**src/rtl/rle_run_expander.sv**
```systemverilog
// Run-length expander for one colour plane: turns (count, value) tokens into a
// pixel stream with row-end marking, frame-done and run-overflow detection.
module rle_run_expander #(
    parameter int unsigned DATA_W = 8,
    parameter int unsigned CNT_W  = 8,
    parameter int unsigned WIDTH  = 64,
    parameter int unsigned HEIGHT = 64
) (
    input  logic              clk,
    input  logic              rst,
    input  logic              start,
    input  logic              in_valid,
    output logic              in_ready,
    input  logic [CNT_W-1:0]  in_count,
    input  logic [DATA_W-1:0] in_value,
    output logic              out_valid,
    input  logic              out_ready,
    output logic [DATA_W-1:0] out_data,
    output logic              out_nr,
    output logic              done,
    output logic              err
);

    localparam int unsigned COL_W = (WIDTH  > 1) ? $clog2(WIDTH)  : 1;
    localparam int unsigned ROW_W = (HEIGHT > 1) ? $clog2(HEIGHT) : 1;
    localparam logic [COL_W-1:0] COL_LAST = COL_W'(WIDTH - 1);
    localparam logic [ROW_W-1:0] ROW_LAST = ROW_W'(HEIGHT - 1);

    typedef enum logic [1:0] {S_IDLE, S_RUN, S_DONE} state_t;

    state_t             r_state;
    logic [COL_W-1:0]   r_col;
    logic [ROW_W-1:0]   r_row;
    logic [CNT_W-1:0]   r_run_left;

    logic               w_beat;
    logic               w_col_last;
    logic               w_frame_last;
    logic [COL_W-1:0]   w_col_next;
    logic [ROW_W-1:0]   w_row_next;

    // r_col/r_row always name the position of the pixel currently presented
    assign w_beat       = (r_state == S_RUN) && out_ready;
    assign w_col_last   = (r_col == COL_LAST);
    assign w_frame_last = w_col_last && (r_row == ROW_LAST);
    assign w_col_next   = w_col_last ? '0 : COL_W'(r_col + 1'b1);
    assign w_row_next   = w_col_last ? ROW_W'(r_row + 1'b1) : r_row;
    assign in_ready     = (r_state == S_IDLE);

    always_ff @(posedge clk) begin
        if (rst) begin
            r_state    <= S_IDLE;
            r_col      <= '0;
            r_row      <= '0;
            r_run_left <= '0;
            out_valid  <= 1'b0;
            out_data   <= '0;
            out_nr     <= 1'b0;
            done       <= 1'b0;
            err        <= 1'b0;
        end else if (start) begin
            r_state    <= S_IDLE;
            r_col      <= '0;
            r_row      <= '0;
            r_run_left <= '0;
            out_valid  <= 1'b0;
            out_nr     <= 1'b0;
            done       <= 1'b0;
            err        <= 1'b0;
        end else begin
            case (r_state)
                S_IDLE: begin
                    // Empty runs are consumed here without leaving IDLE
                    if (in_valid && (in_count != '0)) begin
                        out_data   <= in_value;
                        r_run_left <= in_count;
                        out_valid  <= 1'b1;
                        out_nr     <= w_col_last;
                        r_state    <= S_RUN;
                    end
                end
                S_RUN: begin
                    if (w_beat) begin
                        if (w_frame_last) begin
                            r_state    <= S_DONE;
                            out_valid  <= 1'b0;
                            out_nr     <= 1'b0;
                            done       <= 1'b1;
                            err        <= (r_run_left > CNT_W'(1));
                            r_run_left <= '0;
                        end else begin
                            r_col      <= w_col_next;
                            r_row      <= w_row_next;
                            r_run_left <= CNT_W'(r_run_left - 1'b1);
                            if (r_run_left == CNT_W'(1)) begin
                                r_state   <= S_IDLE;
                                out_valid <= 1'b0;
                                out_nr    <= 1'b0;
                            end else begin
                                out_nr    <= (w_col_next == COL_LAST);
                            end
                        end
                    end
                end
                S_DONE: begin
                    r_state <= S_DONE;
                end
                default: begin
                    r_state <= S_IDLE;
                end
            endcase
        end
    end

endmodule

```
**config.mk**
```make
export PLATFORM = sky130hd
export DESIGN_NAME = rle_run_expander
export DESIGN_NICKNAME = d
export VERILOG_FILES = /design/src/rtl/rle_run_expander.sv
export SDC_FILE = /design/constraint.sdc
export NUM_CORES = 1
export LEC_CHECK = 0
export BUFFER_PORTS_ARGS = -buffer_cell sky130_fd_sc_hd__buf_2
export CAP_MARGIN = 20
export CORE_MARGIN = 8
export CORE_UTILIZATION = 55
export DETAILED_ROUTE_END_ITERATION = 10
export PLACE_DENSITY = 0.9
export SLEW_MARGIN = 10
export SYNTH_ARGS = -nofsm -noshare
export SYNTH_HDL_FRONTEND = slang
export SYNTH_SLANG_ARGS = --single-unit
export TNS_END_PERCENT = 20
```
**constraint.sdc**
```tcl
create_clock -name clk -period 2.6 [get_ports clk]
set_clock_uncertainty 0.1 [all_clocks]
set_input_delay 0.39 -clock clk [delete_from_list [all_inputs] [get_ports clk]]
set_output_delay 0.39 -clock clk [all_outputs]
set_load 0.1 [all_outputs]
```
Yosys cells after proc, flatten, opt, wreduce, memory -nomap -nowiden
Index checks and enable logic that the tools add are counted.
Storage, ports and cells
  register bits: 34
  input port bits: 21
Operators by class
  add/subtract/negate cells: 3
  magnitude comparators: 1
  equal/unequal tests: 9
  mux-type cells: 20
  bitwise gates (word level): 2
  reduce and logical (&&, ||, !) cells: 14
Operators with widths (count)
  8-bit 2-to-1 mux: 3
  6-bit == test, second input constant: 3
  8-bit one-hot mux with 2 select lines: 1
  3-bit AND reduction: 5
  6-bit by 1-bit adder with 6-bit output, second input constant: 2
  8-bit by 1-bit == test with 1-bit output, second input constant: 1
  8-bit by 1-bit greater-than comparator with 1-bit output, second input constant: 1
  1-bit 2-to-1 mux: 8
  2-bit 2-to-1 mux: 4
  4-bit AND reduction: 2
  8-bit nonzero test: 1
  8-bit by 1-bit subtractor with 8-bit output, second input constant: 1
  6-bit 2-to-1 mux: 1
  2-bit one-hot mux with 3 select lines: 1
  1-bit one-hot mux with 2 select lines: 2
  1-bit logical AND: 3
  3-bit by 2-bit != test with 1-bit output, second input constant: 1
  2-bit by 1-bit == test with 1-bit output, second input constant: 1
  2-bit == test, second input constant: 1
  2-bit logical NOT: 1
  2-bit by 1-bit != test with 1-bit output, second input constant: 1
  2-bit != test, second input constant: 1
  1-bit NOT: 2
  2-bit nonzero test: 1
  2-bit OR reduction: 1

Logic depth before layout (Yosys ltp)
Gate-level depths: netlist of the first run.
  word-level depth: 7
  depth in mapped cells: 7
  mapped depth without buffers: 6

Least setup slack after synthesis of the first run
OpenSTA, ideal clock, no wires.
  path type: reg2out
  from: register r_state[1]
  to: output in_ready
  data arrival time: 1.605 ns
  required time: 2.110 ns
  setup slack: 0.505 ns
  cell stages (with the launch flop): 2
  cell sequence: dfxtp_1 > nor2_1
Between the ends
  longest elaborated chain between the ends: 1
Ends and longest elaborated chain
  start, declared: RTL line 31  | state_t r_state;
  start signal, assigned: RTL line 52  | r_state <= S_IDLE;
  start signal, assigned: RTL line 62  | r_state <= S_IDLE;
  start signal, assigned: RTL line 79  | r_state <= S_RUN;
  2-bit logical NOT: RTL line 48  | assign in_ready = (r_state == S_IDLE);
  end, declared: RTL line 13  | output logic in_ready,
Every way passes these cells.

Worst setup path in the final report of the first run
  from: register r_col[1]
  to: register r_run_left[5]
Between the ends
  longest elaborated chain between the ends: 5
Ends and longest elaborated chain
  start, declared: RTL line 32  | logic [COL_W-1:0] r_col;
  start signal, assigned: RTL line 92  | r_col <= w_col_next;
  6-bit == test: RTL line 44  | assign w_col_last = (r_col == COL_LAST);
  1-bit logical AND: RTL line 45  | assign w_frame_last = w_col_last && (r_row == ROW_LAST);
  8-bit 2-to-1 mux: RTL line 84  | if (w_frame_last) begin
  8-bit 2-to-1 mux: RTL line 83  | if (w_beat) begin
  8-bit one-hot mux with 2 select lines: RTL line 71  | case (r_state)
  end signal, assigned: RTL line 76  | r_run_left <= in_count;
  end signal, assigned: RTL line 94  | r_run_left <= CNT_W'(r_run_left - 1'b1);
  end, declared: RTL line 34  | logic [CNT_W-1:0] r_run_left;
Every way passes these cells. The select of a mux whose other input is x is not followed.
A chain may end at the register's enable or synchronous reset.

==> qor.yml, run 1 <==
fillers: 281
overflow: 0
fp.coreArea_um2: 3310
path_max_fanout: 8
netlist_area_um2: 1880
numClockSinks: 34
startpoint: "r_col[1]"
track_usage_pct: 18.2
max_freq_ghz: 0.435
yosysWarnings: 0
endpoint: "r_run_left[5]"
die_h_um: 74.4
numCtsBuffers: 5
drv_slew: 0
yosysSeqAreaShare_pct: 36.3
ff_latch_area_um2: 681
finalSetupViolations: 0
yosys.cell_types.count: 56
crit_arrival_ps: 2420
synth.net_count: 253
synth_top_area_share_pct: 36.3
clockBufferDepth: 2
place_ws_ps: 398
grt_max_degree: 21
startpoint_type: "flip-flop"
max_stage_delay_ps: 530
cts_tree: "built"
drc_errors: 0
synth_top_cell_by_area: "dfxtp_1"
r2r_slack_ps: 300
tightest_slew_ps: 851
cts_setup_buffers: 0
final_common_cell: "dfxtp_1"
synth_area_leaders: "dfxtp_1 (36%), a21oi_1 (6.1%), nand2_1 (4.0%)"
fin_crit_sh_pct: 88.4
outcome: "completed"
rr_endpoint: "r_run_left[5]"
dr.pass1.iters: 4
synth_area_per_cell_um2: 8.27
multi_input_area_um2: 1110
synth_cells: 227
path_delay_family: "simple AND/OR/NAND/NOR gates"
grt_use_met2_pct: 29.5
maxCapViolations: 0
final_nets: 284
clk_pin_slew_ps: 100
leakage_nw: 0.797
num_rows: 21
postRouteWirelength_um: 5030
worst-path-stages: 6
use_met1_pct: 21.1
yosys_most_used_dff: "dfxtp_1"
ys_ff_latch: 34
grt_pass1_wl_um: 7930
crit_required_ps: 2720
cts_resized: 0
cts_max_level: 2
holdBufCountCts: 0
final.setup.tns_ps: 0
hold_viol: 0
first_global_vias: 1801
hp-class: "in -> reg"
initial_core_util_pct: 56.7
maxSlewHeadroom_pct: 42.7
antenna_found_initial: 0
cp_cell_sequence: "ha_1 > nand3_2 > nor4_1 > buf_4 > a2bb2oi_1 > o22ai_1"
drt_iter0_markers: 159
die_width_um: 74.4
syn2layout_area_growth_pct: 14.8
wl_per_cell_um: 16.5
layout_common_cells: "dfxtp_1 (34), buf_2 (33), a21oi_1 (23), nand2_1 (20)"
final_layout_size_suffix_gt1_share_pct: 22.1
grt.busiest_layer: "met2"
r2r-start: "r_col[1]"
diodes: 0
routed_via_density: 6.50
critPathSlowestCell: "nor4_1"
path_buf_inv: 1
power_density_nw_per_um2: 535
use_met3_pct: 5.66
dieArea_um2: 5540
fin_crit_ps: 2300
peakVddDrop_mv: 0.490
critPathKind: "reg -> reg"
gp_congestion: 0.946
hpwlAfterDp_um: 3580
route.vias.total: 1977
port_buffers: 33
async_reset_ff_share_pct: 0
ant_nets: 0
layout_setup_ws_ps: 303
synth_edf_count: 0
pin_count: 34
ff2ff_path_depth: 6
crit_path_end_kind: "flip-flop"
clock_latency_ps: 350
rsz0062_at_grt: "false"
cts_root_buf: "clkbuf_4"
[kinds of logic after synthesis]
family | synth area share, %
AOI/OAI and AO/OA | 29.5
buffers and inverters | 4.60
DFF | 36.3
and+or+nand+nor | 24.8
adders and majority gates | 3.33
muxes | 0.533
xor gates and xnor gates | 0.934
[Yosys cell counts (3+ instances only)]
master     instances
inv_1              6
o41ai_1            3
ha_1               5
clkbuf_1           8
nor2_1            11
nor2b_1            3
nor3_1             9
a2bb2oi_1          4
a31oi_1            3
nand3_1           13
a21oi_1           23
nor4_1             4
or3_1              5
a22oi_1            5
buf_2              3
o21ai_0           13
dfxtp_1           34
nand2_1           20
o22ai_1            3
[how the worst min path moves through the flow]
stage | startpoint | end | slack, ps | cells past startpoint
2_1_floorplan | r_run_left[7] | r_run_left[7] | 350 | 2
3_3_place_gp | done | done | 350 | 2
3_5_place_dp | done | done | 360 | 2
4_1_cts | out_ready | r_state[0] | 160 | 2
5_1_grt | out_ready | r_state[0] | 160 | 2
6_report | out_ready | r_state[0] | 160 | 2
[cell type report]
type / instances / area share (%)
multi-input cells: 173 / 51.5
clock buffers: 6 / 2.38
repair buffers: 38 / 9.41
inverters: 6 / 1.05
flip-flops and latches: 34 / 31.6
well taps: 46 / 2.67
clock inverters: 1 / 1.39
[power by group]
group	leakage [nW]	total [W]	switching (W)	internal, W
clock	0.0443	0.000405	0.000181	0.000224
sequential	0.276	0.000547	0.0000118	0.000535
combinational	0.477	0.000202	0.000142	0.0000594
[worst reg2reg max path: cells and delay by family (launching register included)]
family | cells | cell delay [ps]
DFF | 1 | 460
buffers and inverters | 1 | 260
adders and majority gates | 1 | 370
and+or+nand+nor | 2 | 700
AOI/OAI and AO/OA | 2 | 290
[routing by layer]
| layer | vias up | share of wire, % |
|---|---|---|
| met1 | 915 | 41 |
| met2 | 111 | 47 |
| met4 | 0 | 2.8 |
| met3 | 18 | 8.4 |
| met5 | - | 0 |
| li1 | 933 | - |
[through the flow]
step | util, % | std cells | instance area [um2] | power, W | hold WS [ps]
after floorplan | - | 227 | 1880 | 0.000703 | 348
after global placement | 62.6 | 297 | 2070 | 0.000752 | 345
final | 65.1 | 304 | 2150 | 0.00115 | 164
after CTS | 65.1 | 304 | 2150 | 0.00115 | 164
after global routing | 65.1 | 304 | 2150 | 0.00119 | 161
after detailed placement | 62.6 | 297 | 2070 | 0.000756 | 355
[sequential cells by signal (all words and copies together), names as in the netlist]
name and flops:
out_data 8, r_run_left 8, r_col 6, r_row 6, r_state 2, done 1
err 1, out_nr 1, out_valid 1
(Power assumes the default switching activity.)
==> run 2: changes to the inputs <==
--- a/config.mk
+++ b/config.mk
@@ -5,8 +5,8 @@
 export SDC_FILE = /design/constraint.sdc
 export NUM_CORES = 1
 export LEC_CHECK = 0
+export ABC_AREA = 1
 export BUFFER_PORTS_ARGS = -buffer_cell sky130_fd_sc_hd__buf_2
-export CAP_MARGIN = 20
 export CORE_MARGIN = 8
 export CORE_UTILIZATION = 55
 export DETAILED_ROUTE_END_ITERATION = 10
==> run 2 against run 1 <==
Effect of this change:
- first-iteration DRC count shrank 52%
- synthesized area fell by 1.5%
- via count shrank 11%
- cell count grew 14%
==> qor.yml, run 2 <==
crit_arrival_ps: 1400  # -1020 ps
rsz0062_at_grt: "false"
final_nets: 326  # +15%
ff_latch_area_um2: 681  # unchanged
yosys_most_used_dff: "dfxtp_1"
drv_slew: 0  # unchanged
routed_via_density: 5.05  # -22%
final.setup.tns_ps: 0  # unchanged
synth_cells: 261  # +15%
peakVddDrop_mv: 0.519  # +6.0%
place_ws_ps: 763  # +365 ps
multi_input_area_um2: 1020  # -8.2%
die_width_um: 74.0  # -0.60%
reg.largest.list: "out_data x8, r_run_left x8"
initial_core_util_pct: 56.3  # -0.42 points
grt_use_met2_pct: 27.1  # -2.4 points
min_from: "in_value[7]"
ant_nets: 0  # unchanged
die_h_um: 74.0  # -0.60%
clk_pin_slew_ps: 110  # about the same
outcome: "completed"
clock_latency_ps: 340  # about the same
holdBufCountCts: 0  # unchanged
critPathKind: "reg -> out"
path_max_fanout: 4  # -4
overflow: 0  # unchanged
synth.net_count: 287  # +13%
cts_setup_buffers: 0  # unchanged
numClockSinks: 34  # unchanged
startpoint_type: "flip-flop"
cts_max_level: 2  # unchanged
cts_root_buf: "clkbuf_4"
synth_top_area_share_pct: 36.8  # +0.56 points
path_delay_family: "buffers and inverters"
port_buffers: 33  # unchanged
synth_area_leaders: "dfxtp_1 (37%), nor2_1 (11%), nand2_1 (9.7%)"
maxCapViolations: 0  # unchanged
finalSetupViolations: 0  # unchanged
track_usage_pct: 16.3  # -2.0 points
fillers: 282  # +0.36%
max_freq_ghz: 0.529  # +22%
num_rows: 21  # unchanged
pin_count: 34  # unchanged
cp_cell_sequence: "nor2_2 > buf_2"
netlist_area_um2: 1850  # -1.5%
grt.busiest_layer: "met2"
clockBufferDepth: 2  # unchanged
tightest_slew_ps: 499  # -352 ps
hpwlAfterDp_um: 3120  # -13%
final_area_um2: 2140  # -0.64%
synth_common_cells: "nor2_1 (56), nand2_1 (48), dfxtp_1 (34)"
grt_max_degree: 19  # -9.5%
crit_path_end_kind: "primary output"
fp.coreArea_um2: 3280  # -0.79%
yosys.cell_types.count: 30  # -46%
ff2ff_path_depth: 8  # +2
async_reset_ff_share_pct: 0  # unchanged
synth_top_cell_by_area: "dfxtp_1"
drt_iter0_markers: 76  # -52%
gp_congestion: 0.928  # -2.0%
synth_area_per_cell_um2: 7.08  # -14%
hold_viol: 0  # unchanged
dieArea_um2: 5470  # -1.2%
r2r-start: "r_col[0]"
power_density_nw_per_um2: 549  # +2.6%
use_met1_pct: 17.9  # -3.2 points
final_common_cell: "nor2_1"
startpoint: "r_state[1]"
layout_setup_ws_ps: 711  # +408 ps
holdPathStages: 3  # +1
syn2layout_area_growth_pct: 15.8
final_layout_size_suffix_gt1_share_pct: 20.6  # -1.5 points
crit_required_ps: 2110  # -610 ps
yosysSeqAreaShare_pct: 36.8  # +0.56 points
hp-class: "in -> reg"
diodes: 0  # unchanged
fin_crit_sh_pct: 72.7  # -16 points
antenna_found_initial: 0  # unchanged
cts_resized: 0  # unchanged
drc_errors: 0  # unchanged
path_buf_inv: 1  # unchanged
cts_tree: "built"
postRouteWirelength_um: 4060  # -19%
yosysWarnings: 0  # unchanged
dr.pass1.iters: 4  # unchanged
wl_per_cell_um: 11.7  # -29%
ys_ff_latch: 34  # unchanged
leakage_nw: 1.00  # +26%
yosysMostFrequentCell: "nor2_1"
numCtsBuffers: 5  # unchanged
first_global_vias: 1674  # -7.1%
critPathSlowestCell: "buf_2"
fin_crit_ps: 1890  # -408 ps
max_stage_delay_ps: 470  # -60 ps
layout_common_cells: "nor2_1 (55), nand2_1 (48), dfxtp_1 (34), buf_2 (33), o21ai_0 (27)"
worst-path-stages: 2  # -4
route.vias.total: 1754  # -11%
place_area_um2: 2060  # -0.72%
use_met3_pct: 6.06  # +0.40 points
maxSlewHeadroom_pct: 67.0  # +24 points
grt_pass1_wl_um: 6990  # -12%
synth_edf_count: 0  # unchanged
[run 2: changes by cell type in the layout (fill, tap and decap cells not counted), sizes merged, moves of 8 or more]
cell	delta
a21oi	-9
inv	+24
nand2	+32
nor2	+52
nor3	-8
o21ai	+15
[run 2: cells by family after synthesis]
family,share of synthesized area (%)
and+or+nand+nor,33.7
AOI/OAI and AO/OA,14.6
DFF,36.8
buffers and inverters,8.19
xor gates and xnor gates,3.32
adders and majority gates,3.39
[run 2: cell type report]
| type | instances | area share (%) |
|---|---|---|
| clock buffers | 5 | 1.75 |
| inverters | 31 | 6.02 |
| flip-flops and latches | 34 | 31.8 |
| multi-input cells | 194 | 47.6 |
| repair buffers | 34 | 8.07 |
| clock inverters | 3 | 2.10 |
| well taps | 46 | 2.69 |
[run 2: stage by stage]
stage	cells	power, W	hold WS, ps	util [%]
2_1_floorplan	261	0.000750	360	-
3_3_place_gp	339	0.000795	344	62.7
3_5_place_dp	339	0.000800	350	62.7
4_1_cts	347	0.00118	156	65.2
5_1_grt	347	0.00123	157	65.2
6_report	347	0.00118	170	65.2
[run 2: worst paths after layout]
| kind | end | slack (ps) |
|---|---|---|
| hold / removal | out_data[7] | 170 |
| hold reg to reg | done | 370 |
| setup reg to reg | r_run_left[0] | 840 |
| setup / recovery | in_ready | 710 |
[run 2: worst reg2reg max path: stages, from the launching register on]
cell	delay, ps
dfxtp_1	420
ha_1	230
nand3_2	150
nor2_8	180
nand2_4	100
nand2_1	180
o21ai_0	120
nor2_1	130
nor2_1	50
[run 2: report_power, final]
part | switching [W] | internal (W) | leakage, nW | total [W]
Combinational | 0.000175 | 0.0000617 | 0.690 | 0.000237
Clock | 0.000184 | 0.000202 | 0.0374 | 0.000385
Sequential | 0.0000131 | 0.000540 | 0.277 | 0.000553
[run 2: metal layers]
layer	up-vias	wire length, um
li1	916	-
met1	773	1780
met2	56	1920
met3	9	277
met4	0	82
met5	-	0
==> run 3: changes to the inputs <==
--- a/config.mk
+++ b/config.mk
@@ -5,12 +5,12 @@
 export SDC_FILE = /design/constraint.sdc
 export NUM_CORES = 1
 export LEC_CHECK = 0
-export ABC_AREA = 1
+export ABC_AREA = 0
 export BUFFER_PORTS_ARGS = -buffer_cell sky130_fd_sc_hd__buf_2
 export CORE_MARGIN = 8
-export CORE_UTILIZATION = 55
+export CORE_UTILIZATION = 50
 export DETAILED_ROUTE_END_ITERATION = 10
-export PLACE_DENSITY = 0.9
+export PLACE_DENSITY = 0.87
 export SLEW_MARGIN = 10
 export SYNTH_ARGS = -nofsm -noshare
 export SYNTH_HDL_FRONTEND = slang
==> constraint.sdc (replaced) <==
create_clock -name clk -period 1.7 [get_ports clk]
set_clock_uncertainty 0.1 [all_clocks]
set_input_delay 0.255 -clock clk [delete_from_list [all_inputs] [get_ports clk]]
set_output_delay 0.255 -clock clk [all_outputs]
set_load 0.1 [all_outputs]
==> run 3 against run 2 <==
Effect of this change:
- the run now ends with setup timing left
- flip-flop and latch count stayed put
- hold slack got worse by 96 ps
- critical endpoint is now r_run_left[6]
- utilization up 7.1 points
- clock power is 84% higher
- global-route usage grew 2.9 points
- critical path type is now reg -> reg
- sequential power rose by 50%
- non-clock buffer count grew 44
- combinational power increased by 59%
- largest cell class unchanged
- critical path depth up 2
- worst setup slack lost 810 ps
- routed wire length up 56%
- die area increased by 9.1%
==> qor.yml, run 3 (synthesized netlist as in run 1, its figures left out) <==
drt_iter0_markers: 220  # +190%
met2_length_um: 3080  # +60%
numCtsBuffers: 5  # unchanged
max_freq_ghz: 0.556
p_total_w: 0.00192  # +63%
finalSetupViolations: 7  # +7
cts_root_buf: "clkbuf_8"
grt_pass1_wl_um: 9590  # +37%
overflow: 0  # unchanged
final.setup.tns_ps: -259  # -259 ps
path_max_fanout: 11  # +7
peakVddDrop_mv: 0.531  # +2.3%
r2r-start: "r_row[3]"
track_usage_pct: 19.2  # +2.9 points
crit_arrival_ps: 1870  # +470 ps
maxSlewHeadroom_pct: 57.1  # -9.9 points
violations: "setup timing"
wl_met3_um: 660  # +140%
num_rows: 22  # +4.8%
highest_layer: "met4"
reg.largest.list: "out_data x8, r_run_left x8"
outcome: "finished, violations left"
clk_pin_slew_ps: 70  # -40 ps
path_delay_family: "simple AND/OR/NAND/NOR gates"
maxCapViolations: 0  # unchanged
startpoint_type: "flip-flop"
fin_crit_sh_pct: 106
route.vias.total: 2226  # +27%
cp_cell_sequence: "nand3_1 > or4_4 > a22oi_1 > o22ai_1"
initial_core_util_pct: 51.7  # -4.6 points
pin_count: 34  # unchanged
syn2layout_area_growth_pct: 40.0
crit_path_end_kind: "flip-flop"
die_h_um: 77.3  # +4.5%
crit_required_ps: 1770  # -340 ps
cts_max_level: 2  # unchanged
hpwlAfterDp_um: 4140  # +33%
ff2ff_path_depth: 4  # -4
path_buf_inv: 0  # -1
tightest_slew_ps: 638  # +139 ps
hp-class: "in -> reg"
final_layout_size_suffix_gt1_share_pct: 39.1  # +19 points
clock_latency_ps: 290  # -50 ps
wl_per_cell_um: 18.2  # +56%
die_width_um: 77.3  # +4.5%
rr_endpoint: "r_run_left[6]"
antenna_found_initial: 0  # unchanged
critPathKind: "reg -> reg"
power_density_nw_per_um2: 729  # +33%
drv_slew: 0  # unchanged
hold_viol: 0  # unchanged
holdPathStages: 2  # -1
r2r_slack_ps: -100  # -940 ps
ant_nets: 0  # unchanged
cts_tree: "built"
layout_common_cells: "buf_4 (44), buf_2 (32), dfxtp_1 (30), a21oi_1 (21), nand2_1 (19)"
grt_max_degree: 21  # +2
rsz0062_at_grt: "true"
dieArea_um2: 5970  # +9.1%
layout_setup_ws_ps: -97.1  # -808 ps
final_nets: 324  # -0.61%
worst-path-stages: 4  # +2
gp_congestion: 0.900  # -3.0%
min_from: "out_ready"
fin_crit_ps: 1800
critPathSlowestCell: "or4_4"
dr.pass1.iters: 5  # +1
postRouteWirelength_um: 6330  # +56%
fp.coreArea_um2: 3630  # +11%
wl_met1_um: 2410  # +36%
routed_via_density: 6.41  # +27%
drc_errors: 0  # unchanged
hold_path_end: "r_state[0]"
leakage_nw: 1.05  # +4.5%
port_buffers: 33  # unchanged
diodes: 0  # unchanged
place_ws_ps: -67.9  # -831 ps
clockBufferDepth: 2  # unchanged
max_stage_delay_ps: 650  # +180 ps
first_global_vias: 2081  # +24%
postLayoutCoreUtil_pct: 72.3  # +7.1 points
numClockSinks: 34  # unchanged
final_common_cell: "buf_4"
==> run 3: cell count changes in the layout (fill, tap and decap cells not counted), moves of 15 or more <==
cell and delta:
buf_4 +43, nand2_1 -29, nor2_1 -46, o21ai_0 -15
inv_1 -19
==> run 3: through the flow <==
| stage | instances | hold WS (ps) | area, um2 |
|---|---|---|---|
| 2_1_floorplan | 227 | 256 | 1930 |
| 3_3_place_gp | 334 | 356 | 2390 |
| 3_5_place_dp | 334 | 354 | 2390 |
| 4_1_cts | 342 | 66.7 | 2520 |
| 5_1_grt | 347 | 75.8 | 2630 |
| 6_report | 347 | 74.3 | 2630 |
==> run 3: worst max path at each step <==
| stage | start | end | slack [ps] |
|---|---|---|---|
| final | r_row[3] | r_run_left[6] | -100 |
| after global routing | r_row[1] | r_run_left[6] | -110 |
| after CTS | r_state[1] | r_run_left[2] | -40 |
| after detailed placement | r_col[1] | r_run_left[6] | -70 |
| after global placement | in_valid | out_data[7] | 3 |
| after floorplan | r_col[0] | r_run_left[4] | -40 |
==> run 3: where the power goes <==
| part | internal, W | switching, W |
|---|---|---|
| Sequential | 0.000815 | 0.0000161 |
| Combinational | 0.000132 | 0.000244 |
| Clock | 0.000409 | 0.000299 |
==> run 3: what timing repair did <==
| item | in CTS | in global routing |
|---|---|---|
| setup buffers | 0 | 5 |
| setup endpoints to repair | 17 | 26 |
| pin swaps | 0 | 6 |
| gates resized for setup | 4 | 15 |
| hold buffers | 0 | 0 |
==> run 3: routing by layer <==
layer	vias up	global-route usage (%)
li1	1015	-
met1	1052	22.1
met2	138	32.5
met3	21	5.24
met4	0	7.74
met5	-	0
==> run 3: layout make-up <==
class                   count  area, um2
well taps                  48       60.1
inverters                   6       22.5
repair buffers             78        513
fillers                   252       1010
multi-input cells         173       1230
clock buffers               8        110
flip-flops and latches     34        691
